`src/rtl/uart_tx_sched.sv`:
```
// Byte scheduler in front of a UART transmitter: merges an echo byte stream and
// multi-byte ALU results onto one valid/ready byte channel with round-robin arbitration.
module uart_tx_sched #(
  parameter int RES_BYTES  = 4,
  parameter int ECHO_DEPTH = 4
) (
  input  logic        clk,
  input  logic        rst,
  input  logic [7:0]  echo_data_i,
  input  logic        echo_valid_i,
  output logic        echo_ready_o,
  input  logic [63:0] res_data_i,
  input  logic        res_valid_i,
  output logic        res_ready_o,
  output logic [7:0]  tx_data_o,
  output logic        tx_valid_o,
  input  logic        tx_ready_i,
  output logic        busy_o
);

  localparam int RW = 8 * RES_BYTES;
  localparam int PW = $clog2(ECHO_DEPTH);
  localparam int CW = $clog2(ECHO_DEPTH + 1);
  localparam int BW = $clog2(RES_BYTES + 1);

  typedef enum logic [1:0] {IDLE, ECHO, RES} state_t;

  state_t        state;
  logic [7:0]    mem [ECHO_DEPTH];
  logic [PW-1:0] wr_ptr, rd_ptr;
  logic [CW-1:0] count;
  logic [RW-1:0] res_q, res_shift;
  logic          res_full;
  logic [BW-1:0] byte_cnt;
  logic          last_grant;  // 1 = result unit was granted last

  logic push, pop, res_take, tx_fire, fifo_ne, grant_echo, grant_res, last_byte;

  always_comb begin
    fifo_ne    = (count != '0);
    push       = echo_valid_i && echo_ready_o;
    tx_fire    = tx_valid_o && tx_ready_i;
    // The echo byte stays in the FIFO until the transmitter takes it, so a
    // stalled transmitter leaves the full ECHO_DEPTH entries visible upstream.
    pop        = (state == ECHO) && tx_fire;
    res_take   = res_valid_i && !res_full;
    grant_echo = (state == IDLE) && fifo_ne && (!res_full || last_grant);
    grant_res  = (state == IDLE) && res_full && !grant_echo;
    last_byte  = (byte_cnt == BW'(RES_BYTES - 1));
    res_shift  = res_q >> 8;
  end

  assign echo_ready_o = (count != CW'(ECHO_DEPTH));
  assign res_ready_o  = !res_full;
  assign busy_o       = fifo_ne || res_full || tx_valid_o;

  // NOTE: the storage array has no reset; count and pointers alone define which entries are live.
  always_ff @(posedge clk) begin
    if (push) mem[wr_ptr] <= echo_data_i;
  end

  always_ff @(posedge clk or negedge rst) begin
    if (!rst) begin
      wr_ptr <= '0;
      rd_ptr <= '0;
      count  <= '0;
    end else begin
      if (push) wr_ptr <= wr_ptr + PW'(1);
      if (pop)  rd_ptr <= rd_ptr + PW'(1);
      if (push && !pop)      count <= count + CW'(1);
      else if (pop && !push) count <= count - CW'(1);
    end
  end

  always_ff @(posedge clk or negedge rst) begin
    if (!rst) begin
      state      <= IDLE;
      res_q      <= '0;
      res_full   <= 1'b0;
      byte_cnt   <= '0;
      last_grant <= 1'b1;
      tx_valid_o <= 1'b0;
      tx_data_o  <= 8'h00;
    end else begin
      if (res_take) begin
        res_q    <= res_data_i[RW-1:0];
        res_full <= 1'b1;
      end
      case (state)
        IDLE: begin
          if (grant_echo) begin
            tx_data_o  <= mem[rd_ptr];
            tx_valid_o <= 1'b1;
            state      <= ECHO;
          end else if (grant_res) begin
            tx_data_o  <= res_q[7:0];
            tx_valid_o <= 1'b1;
            byte_cnt   <= '0;
            state      <= RES;
          end
        end
        ECHO: begin
          if (tx_fire) begin
            tx_valid_o <= 1'b0;
            last_grant <= 1'b0;
            state      <= IDLE;
          end
        end
        RES: begin
          if (tx_fire) begin
            if (byte_cnt != BW'(RES_BYTES)) byte_cnt <= byte_cnt + BW'(1);
            if (last_byte) begin
              tx_valid_o <= 1'b0;
              res_full   <= 1'b0;
              last_grant <= 1'b1;
              state      <= IDLE;
            end else begin
              // Shift the held word so the next byte is always at the bottom.
              tx_data_o <= res_shift[7:0];
              res_q     <= res_shift;
            end
          end
        end
        default: state <= IDLE;
      endcase
    end
  end

endmodule

```
`config.mk`:
```
export PLATFORM = sky130hd
export DESIGN_NAME = uart_tx_sched
export DESIGN_NICKNAME = d
export VERILOG_FILES = /design/src/rtl/uart_tx_sched.sv
export SDC_FILE = /design/constraint.sdc
export NUM_CORES = 1
export LEC_CHECK = 0
export CORE_ASPECT_RATIO = 1.4
export CORE_MARGIN = 2
export CORE_UTILIZATION = 59
export CTS_BUF_LIST = sky130_fd_sc_hd__clkbuf_4 sky130_fd_sc_hd__clkbuf_8
export CTS_CLUSTER_DIAMETER = 200
export DETAILED_ROUTE_END_ITERATION = 12
export DONT_BUFFER_PORTS = 1
export PLACE_DENSITY = 0.78
export SYNTH_ARGS = -nofsm -noshare
export SYNTH_HDL_FRONTEND = slang
export SYNTH_SLANG_ARGS = --single-unit
```
`constraint.sdc`:
```
create_clock -name clk -period 2 [get_ports clk]
set_clock_uncertainty 0.15 [all_clocks]
set_input_delay 0.3 -clock clk [delete_from_list [all_inputs] [get_ports clk]]
set_output_delay 0.3 -clock clk [all_outputs]
set_load 0.02 [all_outputs]
```
---- After elaboration in Yosys (flattened, before gate mapping) ----
Memory sizes are Yosys's and may differ from the RTL's.
Cells that the tools add are included.
storage, ports and cells
  register bits ........................... 55
  memory bits (writable) .................. 32
  input bits .............................. 77
  logic and storage cells ................. 94
  memories ................................ 1
memory list
  memory  depth  width  read ports  clocked after memory_dff  write ports  line  source
  mem     4      8      1           0                         1            29    logic [7:0] mem [ECHO_DEPTH];
operators by class
  $add $sub $neg .......................... 5
  equality and inequality tests ........... 13
  muxes and demuxes ....................... 37
  reduce and logical (&&, ||, !) cells .... 28
operators with widths
  cell                 number
  $mux 32              4
  $mux 8               4
  $mux 3               6
  $pmux 8 s2           1
  $ne 2x2->1 const B   7
  $mux 1               13
  $reduce_and 4->1     3
  $logic_and 1x1->1    10
  $mux 2               5
  $reduce_and 5->1     2
  $ne 3x3->1 const B   3
  $add 3x1->3 const B  2
  $pmux 2 s3           1
  $pmux 3 s2           1
  $reduce_bool 2->1    3
  $reduce_bool 3->1    2
  $add 2x1->2 const B  2
  $logic_not 1->1      4
  $eq 3x2->1 const B   1
  $logic_or 1x1->1     3
  $pmux 1 s3           1
  $sub 3x1->3 const B  1
  $eq 2x1->1 const B   1
  $eq 2x2->1 const B   1
  2 further kinds      2

---- Longest topological paths before layout ----
  depth in word-level cells ............... 8
  gate-level depth with buffers ........... 9
  depth with buffers taken out ............ 9

---- Worst setup path before layout ----
No wires, ideal clock.
  path type ............................... flip-flop to flip-flop
  start point ............................. register count[0]
  end point ............................... register count[1]
  arrival ................................. 1.884 ns
  required time ........................... 1.725 ns
  slack ................................... -0.159 ns
  stages on the path, launching flop included .. 8
  buffers on the path ..................... 0
  clock period less this slack ............ 2.159 ns
  cells stage by stage .................... dfrtp_1 nor2_1 nand2_1 and2_1 ha_1 inv_1 fa_1 mux2_2
on the way
  cells in the longest elaborated chain, start to end .. 5
  elaborated cells between the ends (all ways) .. 10
  those cells by class .................... add/sub (2); eq/ne (1); mux (2); reduce/logical (5)
ends and longest elaborated chain
  item                         line  source
  start, declared              31    logic [CW-1:0] count;
  start signal, assigned       70    if (push && !pop) count <= count + CW'(1);
  start signal, assigned       71    else if (pop && !push) count <= count - CW'(1);
  $ne 3x3->1 *                 53    assign echo_ready_o = (count != CW'(ECHO_DEPTH));
  via echo_ready_o             11    output logic echo_ready_o,
  $logic_and 1x1->1 *          41    push = echo_valid_i && echo_ready_o;
  via push                     37    logic push, pop, res_take, tx_fire, fifo_ne, grant_echo, grant_res, last_byte;
  $logic_not 1->1              71
  $logic_and 1x1->1            71
  $reduce_bool 2->1 (no line)  --
The timed path passes the listed nets; every way through them passes the cells marked *. The select of a mux whose other input is x is not followed.
A chain may end at the register's enable or synchronous reset.

---- Final worst setup path ----
  start point ............................. register count[1]
  end point ............................... register count[1]
on the way
  cells in the longest elaborated chain, start to end .. 5
  elaborated cells between the ends (all ways) .. 10
  those cells by class .................... add/sub (2); eq/ne (1); mux (2); reduce/logical (5)
ends and longest elaborated chain
  item                         line
  $ne 3x3->1 *                 53
  $logic_and 1x1->1 *          41
  via push                     37
  $logic_not 1->1              71
  $logic_and 1x1->1            71
  $reduce_bool 2->1 (no line)  --
Marked as above.

==> results.ini <==
[worst_setup_path]
crit_path_end_kind = flip-flop
arrival_ps = 2090
critical_path.cell_chain = nor2_2 > nand2_2 > and2_4 > ha_4 > inv_2 > fa_2 > mux2_2
cp.required_ps = 2110
crit_family = adder cells
cp.depth = 7
crit_fanout = 4
crit_slowest_cell = dfrtp_2
cp_num_buf_inv = 1
worstSetupPathType = reg -> reg
ff2ff_path_depth = 7
max_stage_delay_ps = 450
cp-start-kind = flip-flop

[sta]
setup_violations = 0
final_min_period_over_clock_period_pct = 99.3
fin_crit_ps = 1990
maxSlewHeadroom_pct = 70.9
hold_viol = 0
max_freq_mhz = 504
rsz0062_at_grt = yes
fin_ws_ps = 14.0
worst_pin_slew_ps = 436
slew_violations = 0

[route]
drc = 0
ant_nets = 0
routedWlPerCell_um = 17.4
dr.pass1.iters = 4
drt_iter0_drc = 83
wirelength_um = 8390
viasPerCell = 5.62
routed-via-count = 2710

[die]
fp.dieH_um = 103
die_w_um = 74.9
row_count = 36
core_um2 = 6890
ios = 89
initial_core_util_pct = 60.3
die_area_um2 = 7740

[synthesis]
async_flop_share_pct = 63.2
syn_nets = 416
ys_ff_latch = 87
synth_flop_cell = dfrtp_1
syn_area_per_cell_um2 = 12.7
yosysUniqueCellTypes = 45
netlist_area_um2 = 4160
netlist_instances = 326
seq_area_frac_synth_pct = 56.3
yosys_warnings = 0
synth-edff-count = 32

[worst_hold_path]
min_path_cells = 2
hold_class = in -> reg

[clock_network]
clockRootBuffer = clkbuf_8
clkLatencyLatePin_ps = 370
cts_buffer_depth = 2
clk_pin_slew_ps = 90
cts_buffers = 9
cts_tree = done
clock_sinks = 87
cts_max_level = 3

[grt]
gr-total-overflow = 0
grtUsageTotal_pct = 23.2
grt_pass1_vias = 2755
grt_first_pass_wirelength_um = 13200
grt_max_degree = 56
antenna_found_initial = 0

[run]
maxCapViolCount = 0

[final_layout]
num-nets-final = 472
fin_util_pct = 73.5
drive_above_1_share_pct = 24.5
n_antenna_cell = 0
final_common_cell = dfrtp_1
syn_to_final_growth_pct = 21.8
fillers = 447
layout_common_cells = dfrtp_1 (51), dlygate4sd3_1 (41), nand2_1 (39)

[placement]
dp_hpwl_um = 5540
portBuffers = 0
gp_congestion = 0.816
dpl_worst_slack_ps = -75.0

[power]
power_leakage_nw = 1.98
ir_drop_mv = 0.890
power_density_nw_per_um2 = 1350
total_power_mw = 6.86

[outcome]
status = finished clean

## cells by family after synthesis
| family | Yosys count | share of synthesized area [%] |
|---|---|---|
| multiplexers | 39 | 11.9 |
| flip-flops | 87 | 56.3 |
| AND/OR/NAND/NOR | 94 | 12.1 |
| XOR/XNOR | 6 | 1.26 |
| adder cells (fa/ha/maj) | 13 | 4.09 |
| AO/OA/AOI/OAI | 57 | 10.4 |
| buffers and inverters | 30 | 3.94 |
## repair_timing
action | in CTS | in global routing
setup buffers | 0 | 2
hold endpoints to repair | 120 | 0
gates resized for setup | 3 | 10
setup endpoints to repair | 3 | 14
hold buffers | 42 | 0
pin swaps | 2 | 4
## per-stage QoR
step	hold WS, ps	TNS (ps)	instance area [µm²]	std cells
detailed placement	-144	-77.9	4370	422
finish	0.462	0	5060	482
CTS	17.2	0	5010	480
floorplan	-146	-13.3	4170	326
global placement	-144	0	4370	422
global route	46.1	-82.1	5060	482
## cell usage after synthesis (all sizes together), types with 3 or more instances
master	count	area share (%)
o21ai	12	1.4
dfrtp	54	33
edfxtp	32	23
and4	8	2.2
nor2b	9	1.4
a211oi	8	2.4
nand2b	3	0.45
nand2	41	3.7
o31ai	8	2.3
inv	11	0.99
a21oi	23	2.8
and3	4	0.60
nand3	4	0.78
nor2	18	1.7
mux4	8	4.3
ha	12	3.6
buf	14	2.5
mux2i	29	7.0
clkbuf	5	0.48
xnor2	4	0.84
## final timing paths
check | from | end | slack [ps]
max in group asynchronous | rst | last_grant$_DFFE_PN1P_ | 1100
setup reg to reg | count[1]$_DFFE_PN0P_ | count[1]$_DFFE_PN0P_ | 10
min in group asynchronous | rst | tx_data_o[5]$_DFFE_PN0P_ | 310
setup / recovery | count[1]$_DFFE_PN0P_ | count[1]$_DFFE_PN0P_ | 10
hold / removal | res_data_i[23] | res_q[23]$_DFF_PN0_ | 0.5
hold reg to reg | res_q[31]$_DFF_PN0_ | res_q[23]$_DFF_PN0_ | 370
## metal layers
layer	vias up	track usage [%]	wire [µm]
li1	1275	-	-
met5	-	0	0
met2	77	40.2	4410
met4	0	10.7	223
met1	1342	26.3	3350
met3	16	6.30	402
## power breakdown
group          internal (mW)  switching (mW)
logic                   1.27            1.32
clock network          0.600           0.643
registers               2.49           0.542
## worst register-to-register path, cell delays in order (launching register included)
cell,delay [ps]
dfrtp_2,450
nor2_2,140
nand2_2,70
and2_4,170
ha_4,160
inv_2,50
fa_2,420
mux2_2,270
## state kept, by name, indices dropped and copies added (netlist names)
name and cells:
wr_ptr 2, mem 32, rd_ptr 2, res_q 32
res_full 1, state 2, tx_valid_o 1, tx_data_o 8
byte_cnt 3, count 3, last_grant 1
## final cells by class
| class | count | area [µm²] | share of cell area [%] |
|---|---|---|---|
| repair buffers | 64 | 641 | 12.7 |
| inverters | 11 | 41.3 | 0.815 |
| flip-flops and latches | 87 | 2340 | 46.3 |
| well taps | 95 | 119 | 2.35 |
| clock buffers | 10 | 131 | 2.59 |
| clock inverters | 6 | 68.8 | 1.36 |
| multi-input cells | 209 | 1720 | 34.0 |
Note: power is estimated with default switching activity, not from simulation.
